<file path="src/rtl/btn_debouncer_pkg.sv">
// Shared constants for the push-button conditioning stage and the capture
// stage that consumes its pulses.
package btn_debouncer_pkg;

  // Counter width for a given debounce length; never narrower than one bit.
  function automatic int cnt_width(input int cycles);
    return (cycles > 2) ? $clog2(cycles) : 1;
  endfunction

  // 10 ms of stability at a 100 MHz system clock.
  localparam int DEFAULT_DEBOUNCE_CYCLES = 1000000;
  localparam int DEFAULT_CNT_W           = cnt_width(DEFAULT_DEBOUNCE_CYCLES);

  // Button roles, shared with the operand/opcode capture stage.
  localparam int BTN_OPA    = 0;
  localparam int BTN_OPB    = 1;
  localparam int BTN_OPCODE = 2;
  localparam int BTN_CLEAR  = 3;

endpackage

</file>
<file path="src/rtl/btn_debounce_ch.sv">
// One button channel: synchroniser, stability counter, debounced level and
// a one-cycle pulse on each debounced rising edge.
module btn_debounce_ch
  import btn_debouncer_pkg::*;
#(
  parameter int DEBOUNCE_CYCLES = DEFAULT_DEBOUNCE_CYCLES, // >= 2
  parameter int SYNC_STAGES     = 2                        // >= 2
) (
  input  logic i_clk,
  input  logic i_reset,
  input  logic i_btn_raw,
  output logic o_btn_level,
  output logic o_btn_pulse
);

  localparam int              CNT_W    = cnt_width(DEBOUNCE_CYCLES);
  localparam logic [CNT_W-1:0] CNT_LAST = CNT_W'(DEBOUNCE_CYCLES - 1);

  logic [SYNC_STAGES-1:0] sync_q;
  logic                   s;
  logic                   q;
  logic                   q_next;
  logic [CNT_W-1:0]       cnt;
  logic [CNT_W-1:0]       cnt_next;
  logic                   p;
  logic                   p_next;

  // Shift the asynchronous button level through the synchroniser chain.
  always_ff @(posedge i_clk or posedge i_reset) begin
    if (i_reset) begin
      sync_q <= '0;
    end else begin
      sync_q <= {sync_q[SYNC_STAGES-2:0], i_btn_raw};
    end
  end

  assign s = sync_q[SYNC_STAGES-1];

  // Count consecutive cycles of disagreement; commit the new level on the
  // last one. Any agreement restarts the count, which rejects bounce trains.
  // The counter stops at CNT_LAST and clears on the commit, so it never wraps.
  always_comb begin
    q_next   = q;
    cnt_next = '0;
    p_next   = 1'b0;
    if (s != q) begin
      if (cnt == CNT_LAST) begin
        q_next = s;
        p_next = s;  // pulse only when the debounced level rises
      end else begin
        cnt_next = cnt + CNT_W'(1);
      end
    end
  end

  // Debounce state registers; reset mid-count abandons the pending change.
  always_ff @(posedge i_clk or posedge i_reset) begin
    if (i_reset) begin
      q   <= 1'b0;
      cnt <= '0;
      p   <= 1'b0;
    end else begin
      q   <= q_next;
      cnt <= cnt_next;
      p   <= p_next;
    end
  end

  assign o_btn_level = q;
  assign o_btn_pulse = p;

endmodule

</file>
<file path="src/rtl/btn_debouncer.sv">
// Push-button conditioning: NUM_BTNS independent debounced channels, each
// producing a registered level and a single-cycle press pulse.
module btn_debouncer
  import btn_debouncer_pkg::*;
#(
  parameter int NUM_BTNS        = 4,
  parameter int DEBOUNCE_CYCLES = DEFAULT_DEBOUNCE_CYCLES, // >= 2
  parameter int SYNC_STAGES     = 2                        // >= 2
) (
  input  logic                i_clk,
  input  logic                i_reset,
  input  logic [NUM_BTNS-1:0] i_btn_raw,
  output logic [NUM_BTNS-1:0] o_btn_level,
  output logic [NUM_BTNS-1:0] o_btn_pulse
);

  // Channels never interact; simultaneous presses give coincident pulses
  // and the downstream capture stage decides priority.
  for (genvar n = 0; n < NUM_BTNS; n++) begin : g_ch
    btn_debounce_ch #(
      .DEBOUNCE_CYCLES (DEBOUNCE_CYCLES),
      .SYNC_STAGES     (SYNC_STAGES)
    ) u_ch (
      .i_clk       (i_clk),
      .i_reset     (i_reset),
      .i_btn_raw   (i_btn_raw[n]),
      .o_btn_level (o_btn_level[n]),
      .o_btn_pulse (o_btn_pulse[n])
    );
  end

endmodule
</file>
<file path="config.mk">
export PLATFORM = sky130hd
export DESIGN_NAME = btn_debouncer
export DESIGN_NICKNAME = d
export VERILOG_FILES = /design/src/rtl/btn_debouncer_pkg.sv /design/src/rtl/btn_debounce_ch.sv /design/src/rtl/btn_debouncer.sv
export SDC_FILE = /design/constraint.sdc
export NUM_CORES = 1
export LEC_CHECK = 0
export CAP_MARGIN = 40
export CORE_UTILIZATION = 50
export DETAILED_ROUTE_END_ITERATION = 6
export GPL_TIMING_DRIVEN = 0
export HOLD_SLACK_MARGIN = 0.08
export PLACE_DENSITY = 0.73
export SLEW_MARGIN = 20
export SYNTH_ARGS = -nofsm -noshare
export SYNTH_HDL_FRONTEND = slang
export SYNTH_SLANG_ARGS = --single-unit
</file>
<file path="constraint.sdc">
create_clock -name i_clk -period 6.3 [get_ports i_clk]
set_input_delay 0.945 -clock i_clk [delete_from_list [all_inputs] [get_ports i_clk]]
set_output_delay 0.945 -clock i_clk [all_outputs]
set_load 0.02 [all_outputs]
</file>
== Word level (Yosys, flattened, before mapping) ==
Cells that the tools add are included.

* Flip-flop bits (word level): 96
* Output and inout bits: 8

* Add/sub/neg operators: 4
* Equal/unequal tests: 8
* Multiplexer cells: 16
* Reductions and logical operators: 4

{| class="wikitable"
|+ Operator list
! cell !! count
|-
| 20-bit 2-to-1 mux || 8
|-
| 20-bit by 1-bit adder with 20-bit output, second input constant || 4
|-
| 20-bit == test, second input constant || 4
|-
| 1-bit 2-to-1 mux || 8
|-
| 2-bit AND reduction || 4
|-
| 1-bit != test || 4
|}

== Longest topological paths before layout ==
Gate-level depths: netlist (run 1).

* Depth after elaboration: 3
* Mapped depth: 7

== Modules after synthesis ==
A second synthesis (run 1) with hierarchy kept.

* Cells, all modules: 432
* Area, all modules: 4754.6 µm²

{| class="wikitable"
|+ Modules (own cells, without submodules)
! module !! times used !! cells an instance !! area an instance (µm²) !! seq. area each (µm²)
|-
| btn_debounce_ch || 4 || 108 || 1188.6 || 600.6
|}

== Worst setup path before layout (run 1) ==
Ideal clock, no wire load.

* Path kind: register to register
* Start point: register g_ch[1].u_ch.cnt[12]
* End point: register g_ch[1].u_ch.q
* Library setup time: 0.125 ns
* Data arrival time: 1.927 ns
* Required time: 6.175 ns
* Path slack: 4.249 ns
* Cell stages (with the launch flop): 5
* Buffers on the path: 0
* Clock period less this slack: 2.051 ns
* Cell sequence: dfrtp_1 -> or4_1 -> or4_4 -> nor2_2 -> mux2_2

* Word-level cells in the longest chain between the ends: 2

{| class="wikitable"
|+ RTL lines
! element !! RTL line !! source
|-
| start: declaration || btn_debounce_ch.sv:23 || <nowiki>logic [CNT_W-1:0] cnt;</nowiki>
|-
| start signal: assignment || btn_debounce_ch.sv:64 || <nowiki>cnt <= cnt_next;</nowiki>
|-
| 20-bit == test || btn_debounce_ch.sv:47 || <nowiki>if (cnt == CNT_LAST) begin</nowiki>
|-
| 2-bit AND reduction (no source line) || -- ||
|-
| end signal: assignment || btn_debounce_ch.sv:63 || <nowiki>q <= q_next;</nowiki>
|-
| end: declaration || btn_debounce_ch.sv:21 || <nowiki>logic q;</nowiki>
|}

No other way between the ends.
A chain may end at the register's enable or synchronous reset.

== Worst setup path after layout (run 1) ==
* Start point: register g_ch[1].u_ch.q
* End point: output port o_btn_level[1]

{| class="wikitable"
|+ RTL lines
! element !! RTL line !! source
|-
| end: declaration || btn_debouncer.sv:13 || <nowiki>output logic [NUM_BTNS-1:0] o_btn_level,</nowiki>
|}

No word-level cell between the ends.

==> metrics.md, run 1 <==
| Metric | Value |
|---|---|
| Status | `finished clean` |
| Slowest CP cell | `clkdlybuf4s50_1` |
| Min-Delay Path Depth | `0` |
| Main area contributors after synthesis | `dfrtp_1, xnor2_1, nor2_1` |
| Via density | `between 5 and 6` |
| CTS Root Buffer Type | `clkbuf_8` |
| Crit path from | `g_ch[1].u_ch.o_btn_level` |
| Floorplan row count | `34` |
| DP Wirelength | `around 5.7 mm` |
| Worst skew pair latency | `350 ps` |
| Port Buf Inserts | `13` |
| GRT overflow | `0` |
| Initial DRC count | `~130` |
| Util after Layout | `57.4%` |
| Crit-path max cell delay | `around 580 ps` |
| RSZ-0062 raised after global routing | `no` |
| Synth Cell Area | `4570 sq um` |
| Routed WL | `8.35 mm` |
| Largest area contributor in the netlist | `dfrtp_1` |
| Die Y | `97.6 microns` |
| Worst Path Buf+Inv | `2` |
| NetSw | `0.246 mW` |
| Number of synthesized register bits | `96` |
| Wire length on met2 | `roughly 4.0 mm` |
| Leakage Power | `approximately 2.0 nW` |
| Total track usage | `between 10% and 20%` |
| Setup tns final | `0 ps` |
| Mean Syn Cell Area | `10.1 sq um` |
| Initial Util | `51.9%` |
| CP Launch Type | `flop` |
| Synth warn | `0` |
| FMAX | `between 400 and 500 MHz` |
| Crit Reg-Reg Startpoint | `g_ch[0].u_ch.cnt[0]` |
| Count of maximum capacitance violations | `0` |
| Final Critical Period | `between 2000 and 2500 ps` |
| P_int | `approximately 0.82 mW` |
| Initial DRT Pass Iterations | `5` |
| Crit-path leading delay family | `buffers and inverters` |
| CP Cell Sequence | `buf_4 -> clkdlybuf4s50_1` |
| Area of the core | `8810 sq um` |
| Critical Path Sink Type | `output pin` |
| Critical Path AT | `~1500 ps` |
| Full die area | `approximately 9500 sq um` |
| Syn nets | `roughly 460` |
| CTS sink cnt | `96` |
| Max-slew violations | `0` |
| Hold Crit Class | `flop to flop` |
| # H-tree levels | `3` |
| Worst Max-Slew Pin Slew | `~770 ps` |
| CTS Hold Bufs | `0` |
| Sw Ratio | `23.1%` |
| Die Span X | `97.6 microns` |
| Met3 wire len | `around 260 microns` |
| Number of vias in the routed layout | `3327` |
| Comb pwr share | `3.9%` |
| Post-Synthesis Cells | `~450` |
| # Post-CTS Setup Buffers | `0` |
| Crit path max fanout | `4` |
| Routability congestion estimate | `approximately 0.86` |
| Area Growth Syn to Fin | `10.6%` |
| Sequential share of power | `59.3%` |
| DRC errors left | `0` |
| Layout cells sized above 1 | `8.90%` |
| Initial antenna violation count | `0` |
| Diodes inserted | `0` |
| HP Start | `g_ch[0].u_ch.sync_q[0]` |
| Largest net degree at the start of global routing | `between 70 and 80` |
| M1 wire length | `3.94 mm` |
| Uppermost routed layer | `met4` |
| Crit path depth | `2` |
| First-pass GRT wire length | `about 15 mm` |
| Worst Setup Path Type | `flop to output pin` |
| Hold Violations, Final | `0` |
| Final Skew | `4.57 ps` |
| CTS tree | `done` |
| Peak VDD IR | `about 0.14 mV` |
| Final setup viols | `0` |
| Synth unique cells | `40` |
| Slew headroom | `48.4%` |
| Vias in the first global route | `approximately 3400` |
| I/O Pins | `14` |
| CTS resizes | `0` |
| CTS Buf Count | `9` |
| Clock share of power | `between 30% and 40%` |
| Routed wire length per instance | `around 14 microns` |
| Reg clk slew, reported paths | `roughly 90 ps` |
| Worst-case reg-to-reg path depth | `7` |
| Sequential share of the synthesized area | `a little over half` |
| Async SR Flop Fraction | `between 90% and 100%` |
| DRT antenna net count | `0` |
| CP required | `5350 ps` |
| PwrDens | `about 210 nW/um^2` |
| Final Net Count | `just under 500` |
| Fin crit share | `between 30% and 40%` |
| CTS Buffer Depth | `2` |
| Primary FF master, synth | `dfrtp_1` |
| Synth top area share | `~53%` |
| Number of synthesized flops with an enable pin | `0` |
[cells in the final DEF, fill, tap and decap left out, types with 8 or more instances in the layout]
cell             instances
xor2_1                  15
clkbuf_8                 9
clkdlybuf4s50_1         13
nand2_1                 23
xnor2_1                 49
nand4_1                 25
buf_4                    8
nor2_1                  82
nor3_1                  19
nand3_1                 25
nor4_1                  26
dfrtp_1                 96
inv_1                   16
[metal layers]
layer | vias up | GRT usage [%]
li1 | 1619 | -
met1 | 1633 | 26.2
met2 | 64 | 32.5
met3 | 11 | 3.88
met4 | 0 | 7.11
met5 | - | 0
[synthesized netlist by cell type, types with 2 or more instances]
library cell,n
nand2_1,23
a21oi_1,6
buf_2,2
dfrtp_1,96
ha_1,4
nor4_1,26
nor2_1,82
nor4bb_1,4
nor3_1,19
nor3b_1,2
inv_1,17
xnor2_1,49
nand3_1,25
clkbuf_1,3
mux2i_1,6
mux2_2,4
and2_1,2
a31o_2,4
o21ai_0,6
nand4_1,25
and3b_1,2
buf_4,8
or4_1,3
xor2_1,15
and3_1,5
[metrics by stage]
stage / instances / hold slack (ps) / setup WS [ps] / power (mW) / instance area [sq um]
finish: 591 / 355 / 3860 / 1.07 / 5060
global route: 591 / 360 / 3800 / 1.11 / 5060
CTS: 591 / 357 / 3840 / 1.08 / 5060
detailed placement: 575 / 336 / 4080 / 0.687 / 4870
global placement: 574 / 335 / 1410 / 0.683 / 4840
floorplan: 453 / 331 / 2850 / 0.671 / 4570
[worst paths after layout]
check                                               to  slack (ps)
worst max-delay path                    o_btn_level[1]        3860
worst min-delay path            g_ch[0].u_ch.sync_q[1]         360
worst max register to register    g_ch[0].u_ch.cnt[11]        4040
worst min register to register  g_ch[0].u_ch.sync_q[1]         360
max in group asynchronous          g_ch[1].u_ch.cnt[3]        4770
min in group asynchronous          g_ch[0].u_ch.cnt[9]         910
[cell type report]
type                    count  area, sq um
multi-input cells         326         2010
clock buffers              10          128
well taps                 108          135
plain buffers              14         92.6
clock inverters             6         60.1
repair buffers             14          158
inverters                  17         68.8
fillers                   751         3750
flip-flops and latches     96         2400
[cells by family after synthesis]
family / Yosys count / synth area share, %
xor gates and xnor gates: 64 / 12.3
AOI/OAI and AO/OA: 22 / 3.56
adders and majority gates: 4 / 1.10
buffers and inverters: 31 / 3.42
DFF: 96 / 52.6
muxes: 10 / 2.30
and+or+nand+nor: 226 / 24.8
[flip-flops by register name (all words and copies together) (netlist names)]
signal / count
g_ch.u_ch.o_btn_pulse: 4
g_ch.u_ch.sync_q: 8
g_ch.u_ch.cnt: 80
g_ch.u_ch.o_btn_level: 4
[power groups by stage]
stage / Combinational [mW] / Sequential (mW) / Clock [mW]
floorplan: 0.0281 / 0.642 / 0
global placement: 0.0394 / 0.644 / 0
detailed placement: 0.0431 / 0.644 / 0
CTS: 0.0432 / 0.632 / 0.404
global route: 0.0491 / 0.634 / 0.427
finish: 0.0414 / 0.632 / 0.393
(Power assumes the default switching activity.)
==> inputs of run 2 (changes only) <==
- clock period: 6.3 -> 2.44 ns (I/O delays scaled with it)
==> run 2 against run 1 <==
Against the previous run: the run now ends with design-rule violations left; wire length is 0.13% higher; cell area is 2.0% higher; non-clock buffer count is 2 higher; utilization is 1.1 points higher; worst hold slack worse by 56 ps; global-route usage is 0.19 points lower; flip-flop and latch count stayed put; power grew to 2.8 times the previous value; critical path type is now flop to flop; largest power group unchanged.
==> metrics.md, run 2 (synthesis results as in run 1) <==
| Metric | Value |
|---|---|
| Status | `finished with violations` |
| Violated checks | `design-rule violations` |
| CTS Root Buffer Type | `clkbuf_8` |
| Port Buf Inserts | `13` |
| Worst Max-Slew Pin Slew | `just over 700 ps` |
| Count of maximum capacitance violations | `0` |
| Vias in the first global route | `between 3000 and 4000` |
| Critical Path Sink Type | `flop` |
| Via density | `5.60` |
| Diodes inserted | `0` |
| CTS sink cnt | `between 90 and 100` |
| Top flop regs | `g_ch.u_ch.cnt: 80 flops, g_ch.u_ch.sync_q: 8 flops` |
| Leakage Power | `between 2 and 2.5 nW` |
| Initial Util | `approximately half` |
| Area Growth Syn to Fin | `12.8%` |
| Largest net degree at the start of global routing | `35` |
| Peak VDD IR | `~0.30 mV` |
| First-pass GRT wire length | `about 15 mm` |
| RSZ-0062 raised after global routing | `no` |
| Final Critical Period | `between 2000 and 2500 ps` |
| PnR Total Power | `about 3.0 mW` |
| Crit path max fanout | `5` |
| Final hold slack | `approximately 300 ps` |
| Number of vias in the routed layout | `3321` |
| Routed WL | `approximately 8.4 mm` |
| CTS Hold Bufs | `0` |
| Worst Setup Path Type | `flop to flop` |
| Reg clk slew, reported paths | `about 100 ps` |
| FMAX | `447 MHz` |
| Initial antenna violation count | `0` |
| Full die area | `roughly 9500 sq um` |
| Slew headroom | `51.0%` |
| Most flop-heavy register | `g_ch.u_ch.cnt` |
| Hold Violations, Final | `0` |
| Initial DRC count | `152` |
| Routability congestion estimate | `around 0.86` |
| Fin crit share | `around nine tenths` |
| Initial DRT Pass Iterations | `6` |
| Final Net Count | `490` |
| Area of the core | `around 8800 sq um` |
| Hold Crit Class | `input port to async pin` |
| CTS tree | `done` |
| DP Wirelength | `approximately 5.7 mm` |
| Max-slew violations | `0` |
| Routed wire length per instance | `~14 microns` |
| CTS Buf Count | `9` |
| Die Span X | `97.6 microns` |
| CTS Buffer Depth | `2` |
| Final Skew | `around 12 ps` |
| I/O Pins | `14` |
| # H-tree levels | `3` |
| Die Y | `about 98 microns` |
| Most common cell after layout, fill and taps aside | `dfrtp_1` |
| PwrDens | `579 nW/um^2` |
| Floorplan row count | `34` |
| Total track usage | `approximately 20%` |
| Critical Path AT | `roughly 2500 ps` |
| Setup tns final | `0 ps` |
| GRT overflow | `0` |
| Final setup viols | `0` |
| Final Worst Setup Slack | `slightly above 200 ps` |
| Util after Layout | `58.5%` |
| CP Launch Type | `flop` |
| DRC errors left | `2` |
| Layout cells sized above 1 | `9.69%` |
| CP required | `between 2000 and 3000 ps` |
| Largest register FFs | `80` |
| Most frequent cells in the layout | `dfrtp_1, nor2_1, xnor2_1` |
| Worst skew pair latency | `between 300 and 400 ps` |
| Place WS | `about 240 ps` |
| DRT antenna net count | `0` |
run 2: path summary, 6_finish.rpt:
| path | startpoint | end | slack, ps | cells after the start |
|---|---|---|---|---|
| max in group asynchronous | i_reset | g_ch[1].u_ch.cnt[2] | 1460 | 4 |
| min in group i_clk | g_ch[3].u_ch.sync_q[0] | g_ch[3].u_ch.sync_q[1] | 350 | 0 |
| hold / removal | i_reset | g_ch[0].u_ch.cnt[3] | 300 | 2 |
| setup reg to reg | g_ch[1].u_ch.cnt[12] | g_ch[1].u_ch.o_btn_level | 200 | 4 |
| hold reg to reg | g_ch[3].u_ch.sync_q[0] | g_ch[3].u_ch.sync_q[1] | 350 | 0 |
| setup / recovery | g_ch[1].u_ch.cnt[12] | g_ch[1].u_ch.o_btn_level | 200 | 4 |
run 2: layout make-up:
cell class                      instances  area, sq um
Tap cell                              108          135
Sequential cell                        96         2400
Timing Repair Buffer                   16          198
Clock inverter                          7          120
Multi-Input combinational cell        326         2020
Fill cell                             729         3650
Inverter                               17         67.6
Buffer                                 14         92.6
Clock buffer                            9          124
run 2: per-layer routing:
metal	wire length [microns]	vias up	part of all wire, %	global-route usage, %
met5	0	-	0	0
met4	142	0	1.7	8.86
met3	219	13	2.6	4.03
met2	4060	46	48	31.4
met1	3950	1636	47	25.8
li1	-	1626	-	-
run 2: stage by stage:
stage	std cells	area, sq um
2_1_floorplan	453	4570
3_3_place_gp	574	4840
3_5_place_dp	577	4910
4_1_cts	593	5150
5_1_grt	593	5150
6_report	593	5150
run 2: critical path: stages, from the launching register on:
cell and delay (ps):
dfrtp_1 450, or4_1 570, or4_4 530, nor2_2 210, mux2_2 360
run 2: what timing repair did:
item                                    in CTS  in global routing
resized for setup                            0                  1
endpoints found under the setup margin       0                  9
setup buffers                                0                  0
run 2: where the power goes:
part,internal (mW),switching (mW)
registers,1.61,0.0186
logic,0.0417,0.0719
clock network,0.682,0.557
total,2.34,0.648
